**src/rtl/smaesh_hpc_pkg.sv**
```systemverilog
// smaesh_hpc_pkg: shared scheduler state encoding and default seed/period sizing
package smaesh_hpc_pkg;
    typedef enum logic [1:0] {
        ST_FETCH = 2'd0,
        ST_OFFER = 2'd1,
        ST_IDLE  = 2'd2
    } state_e;
    localparam int DEF_SEED_W = 80;
    localparam int DEF_CNT_W  = 16;
    localparam int DEF_PERIOD = 1024;
endpackage

```
**src/rtl/smaesh_sat_cnt.sv**
```systemverilog
// smaesh_sat_cnt: saturating up-counter with synchronous clear taking priority over increment
module smaesh_sat_cnt #(
    parameter int W = 16
) (
    input  logic         clk,
    input  logic         rst,
    input  logic         inc,
    input  logic         clr,
    output logic [W-1:0] count
);
    always_ff @(posedge clk or posedge rst) begin
        if (rst) count <= '0;
        else if (clr) count <= '0;
        else if (inc && count != {W{1'b1}}) count <= count + 1'b1;
    end
endmodule

```
**src/rtl/smaesh_reseed_scheduler.sv**
```systemverilog
// smaesh_reseed_scheduler: fetches a TRNG seed, hands it to the arbiter, and
// gates data traffic until a fresh seed is delivered every PERIOD blocks.
module smaesh_reseed_scheduler
    import smaesh_hpc_pkg::*;
#(
    parameter int SEED_W = DEF_SEED_W,
    parameter int CNT_W  = DEF_CNT_W,
    parameter int PERIOD = DEF_PERIOD
) (
    input  logic              clk,
    input  logic              rst,
    input  logic              trng_seed_valid,
    input  logic [SEED_W-1:0] trng_seed_data,
    output logic              trng_seed_ready,
    output logic              out_seed_valid,
    output logic [SEED_W-1:0] out_seed_data,
    input  logic              out_seed_ready,
    input  logic              aes_blk_done,
    input  logic              force_reseed,
    output logic              data_gate,
    output logic              seeded,
    output logic [CNT_W-1:0]  blk_count
);
    localparam logic [CNT_W-1:0] PER = CNT_W'(PERIOD);

    state_e            state_q, state_d;
    logic [SEED_W-1:0] seed_q;
    logic              rdy_q, vld_q, gate_q, seeded_q;
    logic              trng_hs, out_hs, reseed;
    logic [CNT_W-1:0]  cnt_inc, cnt_d;

    assign trng_hs = trng_seed_valid & rdy_q;
    assign out_hs  = vld_q & out_seed_ready;

    smaesh_sat_cnt #(.W(CNT_W)) u_cnt (
        .clk   (clk),
        .rst   (rst),
        .inc   (aes_blk_done),
        .clr   (out_hs),
        .count (blk_count)
    );

    // Next counter value mirrors the sub-module so the gate can be registered
    always_comb begin
        cnt_inc = (blk_count == {CNT_W{1'b1}}) ? blk_count : blk_count + 1'b1;
        cnt_d   = out_hs ? '0 : aes_blk_done ? cnt_inc : blk_count;
        reseed  = force_reseed || (aes_blk_done && cnt_inc == PER);
        state_d = (state_q == ST_FETCH) ? (trng_hs ? ST_OFFER : ST_FETCH) :
                  (state_q == ST_OFFER) ? (out_hs ? ST_IDLE : ST_OFFER) :
                  (reseed ? ST_FETCH : ST_IDLE);
    end

    always_ff @(posedge clk or posedge rst) begin
        if (rst) begin
            state_q  <= ST_FETCH;
            seed_q   <= '0;
            rdy_q    <= 1'b1;
            vld_q    <= 1'b0;
            gate_q   <= 1'b1;
            seeded_q <= 1'b0;
        end else begin
            state_q  <= state_d;
            seed_q   <= trng_hs ? trng_seed_data : out_hs ? '0 : seed_q;
            rdy_q    <= state_d == ST_FETCH;
            vld_q    <= state_d == ST_OFFER;
            gate_q   <= state_d != ST_IDLE || cnt_d >= PER;
            seeded_q <= seeded_q | out_hs;
        end
    end

    assign trng_seed_ready = rdy_q;
    assign out_seed_valid  = vld_q;
    assign out_seed_data   = seed_q;
    assign data_gate       = gate_q;
    assign seeded          = seeded_q;
endmodule

```
**config.mk**
```make
export PLATFORM = sky130hd
export DESIGN_NAME = smaesh_reseed_scheduler
export DESIGN_NICKNAME = d
export VERILOG_FILES = /design/src/rtl/smaesh_hpc_pkg.sv /design/src/rtl/smaesh_sat_cnt.sv /design/src/rtl/smaesh_reseed_scheduler.sv
export SDC_FILE = /design/constraint.sdc
export NUM_CORES = 1
export LEC_CHECK = 0
export CORE_AREA = 5 5 106 108
export CTS_CLUSTER_SIZE = 30
export DETAILED_ROUTE_END_ITERATION = 16
export DIE_AREA = 0 0 111 113
export PLACE_DENSITY = 0.76
export SYNTH_ARGS = -nofsm -noshare
export SYNTH_HDL_FRONTEND = slang
export SYNTH_SLANG_ARGS = --single-unit
```
**constraint.sdc**
```tcl
create_clock -name clk -period 4.2 [get_ports clk]
set_clock_uncertainty 0.2 [all_clocks]
set_input_delay 0.63 -clock clk [delete_from_list [all_inputs] [get_ports clk]]
set_output_delay 0.63 -clock clk [all_outputs]
set_load 0.05 [all_outputs]
```
==> results.md <==
Run status:
- The run finished with clean final reports.

Route:
- The met2 wirelength from detailed routing is 5920 um.
- In this run the remaining antenna-violating nets after routing total 0.
- After detailed routing, no signal wire sits above met4.
- For this run, the detailed router's first-pass iteration total came to 4.
- After detailed routing, the number of remaining DRC violations is 0.
- The wire length per cell is ~18 um.
- The detailed router placed roughly 3400 vias in this run.
- In the routed layout, each cell is associated on average with a via count of 5.26.
- After the first detailed-routing iteration, the DRC count stood at roughly 250.
- The total routed wire length on the met1 layer is about 4800 um.
- The routed design uses 948 um of met3 wire.
- Wires add up to 11800 um.

Global route:
- The initial antenna violation count is 0.
- The first global-routing pass estimated a little under 20000 um of wire.
- The global-route usage over all layers is 18.9%.
- The number of global-route vias before repair came to roughly 3500.
- The total overflow left after global routing is 0.
- The pin count of the biggest net entering global routing is 103.

Clocking:
- Once the clock tree was built, the setup fixing pass inserted 0 buffers.
- The CTS tree is built.
- The cts-stage hold buffer count is 0.
- The clock transition at the register clock pins on the worst setup and hold paths after CTS is about 0.10 ns.
- At the later pin of the worst-skew pair, clock insertion delay measures ~0.35 ns.
- The post-cts repair resize count is 0.
- TritonCTS created 9 clock buffers.
- The deepest level of the CTS H-tree is 3.
- The number of buffers on the longest clock path is 2.
- The clock root buffer master is sky130_fd_sc_hd__clkbuf_8.
- The number of sinks on the clock net is between 100 and 150.

Critical path:
- The type of origin of the critical path is a register.
- The signal on the critical path passes through clkdlybuf4s50_1.
- The combined buffer and inverter count along the critical path is 1.
- The kind of cell with the highest combined delay along the critical path is buffers and inverters.
- The reg-to-reg endpoint is u_cnt.count[14]$_DFFE_PP0P_.
- The critical-path cell with the highest stage delay is sky130_fd_sc_hd__clkdlybuf4s50_1.
- The number of cells on the worst reg-to-reg path is 7.
- The worst setup path endpoint is blk_count[10].
- The class of the most critical setup path is reg2out.
- The critical path starts at u_cnt.count[10]$_DFFE_PP0P_.
- Along the worst path, the maximum fanout reaches 12.
- In this run the number of cells on the critical path is 1.
- For the worst setup path, the data required time is roughly 3.4 ns.
- The setup slack on the worst flop-to-flop path is between 1.5 and 2 ns.
- STA classifies the critical path endpoint as a primary output.
- At the worst endpoint, the arrival time is roughly 1.8 ns.
- The worst register-to-register path begins at u_cnt.count[0]$_DFFE_PP0P_.
- On the worst path, the slowest cell contributes a delay of about 0.88 ns.

Logic synthesis:
- Summed over all instances, the cell type with the most area after synthesis is sky130_fd_sc_hd__dfrtp_1.
- The share of the Yosys chip area taken by registers is between 60% and 70%.
- After synthesis the cells add up to ~4200 um2.
- The area fraction of the dominant cell type after synthesis is between 50% and 60%.
- In the synthesized netlist, the number of instances is 331.
- The netlist uses 42 different library cells.
- The number of nets in the synthesized netlist is approximately 420.
- After synthesis, the mean cell area works out to about 13 um2.
- For this run, the leading register cell type out of synthesis is sky130_fd_sc_hd__dfrtp_1.
- Yosys attributes the largest share of cell area to sky130_fd_sc_hd__dfrtp_1 60%, sky130_fd_sc_hd__a22o_1 17%, sky130_fd_sc_hd__nor2_1 2.2%.
- The synthesis-stage register bit count is between 100 and 150.
- For this run, asynchronously set or reset flops after synthesis account for 100%.
- The count of flip-flops with a built-in enable after synthesis is 0.
- The Yosys step of the flow raised 0 warnings.
- Sorting the synthesized cells by how often they occur yields 100 x sky130_fd_sc_hd__dfrtp_1, 80 x sky130_fd_sc_hd__a22o_1, 25 x sky130_fd_sc_hd__nor2_1, 18 x sky130_fd_sc_hd__clkbuf_1, 14 x sky130_fd_sc_hd__nand2_1.
- The cell with the most instances after synthesis is sky130_fd_sc_hd__dfrtp_1.

STA:
- For the final routed database, the setup TNS stands at 0 ns.
- Setup repair after global routing left no endpoint under its margin.
- The highest clock frequency the design can meet is between 300 and 400 MHz.
- Across all hold checks on the routed design, the worst slack comes to 0.268 ns.
- The post-route minimum period is between 2 and 3 ns.
- The number of hold violations in the final report is 0.
- The final count of negative-setup-slack endpoints is 0.
- The count of pins over their slew limit came to 0.
- Across all setup checks in the final design, the least slack found is 1.57 ns.
- The slew at the pin closest to its max-slew limit is about 0.6 ns.
- The post-route fraction of the period consumed by the critical path is 62.6%.
- The worst pin sits at a relative slew slack of about three fifths.

Pwr:
- The clock network power share is a little over a tenth.
- In this run the power spent charging and discharging nets is between 2 and 3 mW.
- The worst-case IR drop observed on VDD is 0.558 mV.
- The standby leakage power is approximately 2.7 nW.
- The relative contribution of combinational cells to total power is 57.6%.
- Net switching is between 40% and 50% of the power.
- The ratio of total power to cell area is a little over 800 nW/um2.
- The total power after layout is ~5.2 mW.
- The internal portion of the total power is 2.64 mW.
- Of the total power, registers draw 31.6%.

Finish:
- The final instance area is roughly 6300 um2.
- The repair_antennas step left the layout with diodes totalling 0.
- The area growth from synthesis to layout is 50.7%.
- Counting the fill cells in the layout gives 814.
- Registers take 2550 um2.
- At the end of the flow the core is filled with cells to 62.1%.
- The area of the multi-input gates is 1460 um2.
- Leaving out filler cells and counting taps, the final layout contains 642.
- The post-route netlist has between 7 and 8% of its cells at a drive strength greater than 1.
- The number of nets in the final layout is around 590.

Placed design:
- Once placement completed, the tool counted placed cells totaling approximately 630.
- After legalization and detailed placement, the total HPWL measured roughly 8300 um.
- During placement, the flow inserted port buffers numbering about 190.
- Summing all placed instances gives a cell area of between 6000 and 7000 um2.
- At the placement stage, the worst setup path has a slack of approximately 1.6 ns.
- The final estimated routing congestion in global placement is 0.827.

Floorplanning:
- The floorplan step defined a core boundary enclosing approximately 10000 um2.
- The initial utilization of the core area, before any placement, comes to 41.2%.
- From bottom edge to top edge, the die measures about 110 um.
- The die covers between 10000 and 15000 um2.
- In this run the horizontal extent of the chip is 111 um.
- Row generation in the floorplan step produced 37 rows.
- The number of top-level pins is 186.

Job:
- The number of maximum-capacitance constraint violations is 0.

Worst hold path:
- The min-delay analysis places its worst path in the category reg2reg.
- The startpoint identified for the worst hold timing path is state_q[1]$_DFF_PP0_.
==> state kept, by name (all words and copies together) (netlist names) <==
signal and flops:
out_seed_valid 1, state_q 2, seeded 1, data_gate 1
out_seed_data 80, u_cnt.count 16, trng_seed_ready 1
==> kinds of logic (layout without fill, tap and decap cells) <==
group,Yosys count,after routing,share of synthesized area (%)
fa+ha+maj,1,1,0.300
buf+inv,34,209,3.93
mux,5,5,1.20
flops,102,102,61.2
simple gates,74,74,9.71
xor+xnor,16,16,3.36
compound gates,99,99,20.3
==> final cells by class <==
type                            count  share of cell area [%]
Tap cell                          136                    2.70
Clock buffer                       10                    2.03
Clock inverter                      6                   0.756
Multi-Input combinational cell    195                    23.3
Timing Repair Buffer              190                    30.4
Sequential cell                   102                    40.6
Inverter                            3                   0.219
==> cell usage in the layout, fill, tap and decap left out, types with 2 or more instances in the layout <==
| cell type | n |
|---|---|
| sky130_fd_sc_hd__mux2i_1 | 5 |
| sky130_fd_sc_hd__buf_4 | 3 |
| sky130_fd_sc_hd__dfstp_2 | 2 |
| sky130_fd_sc_hd__nand3_1 | 3 |
| sky130_fd_sc_hd__and4_1 | 3 |
| sky130_fd_sc_hd__clkdlybuf4s50_1 | 185 |
| sky130_fd_sc_hd__and2_1 | 2 |
| sky130_fd_sc_hd__nor2_1 | 24 |
| sky130_fd_sc_hd__dfrtp_1 | 100 |
| sky130_fd_sc_hd__inv_1 | 2 |
| sky130_fd_sc_hd__clkinvlp_4 | 3 |
| sky130_fd_sc_hd__and3_1 | 3 |
| sky130_fd_sc_hd__a22o_1 | 80 |
| sky130_fd_sc_hd__a41o_1 | 2 |
| sky130_fd_sc_hd__xor2_1 | 10 |
| sky130_fd_sc_hd__o21ai_0 | 6 |
| sky130_fd_sc_hd__nand2_1 | 14 |
| sky130_fd_sc_hd__xnor2_1 | 6 |
| sky130_fd_sc_hd__nand3_2 | 6 |
| sky130_fd_sc_hd__nand4_1 | 9 |
| sky130_fd_sc_hd__buf_12 | 2 |
| sky130_fd_sc_hd__clkbuf_8 | 9 |
==> power groups by stage <==
stage,combinational (mW),clock (mW),sequential (mW)
5_1_grt,3.13,0.632,1.70
4_1_cts,3.03,0.590,1.64
6_report,2.99,0.564,1.64
3_3_place_gp,2.99,0,1.65
2_1_floorplan,0.583,0,2.99
3_5_place_dp,3.02,0,1.64
==> layer usage <==
layer | global-route usage [%] | up-vias
li1 | - | 1554
met1 | 23.8 | 1690
met2 | 31.0 | 121
met3 | 6.74 | 10
met4 | 5.50 | 0
met5 | 0 | -
==> worst min path at each step <==
stage / to / slack [ns] / cells after the start
2_1_floorplan: out_seed_valid$_DFF_PP0_ / 0.23 / 1
3_3_place_gp: seeded$_DFF_PP0_ / 0.25 / 1
3_5_place_dp: out_seed_valid$_DFF_PP0_ / 0.25 / 1
4_1_cts: out_seed_valid$_DFF_PP0_ / 0.27 / 1
5_1_grt: out_seed_valid$_DFF_PP0_ / 0.29 / 1
6_report: out_seed_valid$_DFF_PP0_ / 0.27 / 1
No activity file was read; power rests on OpenSTA's default activity.
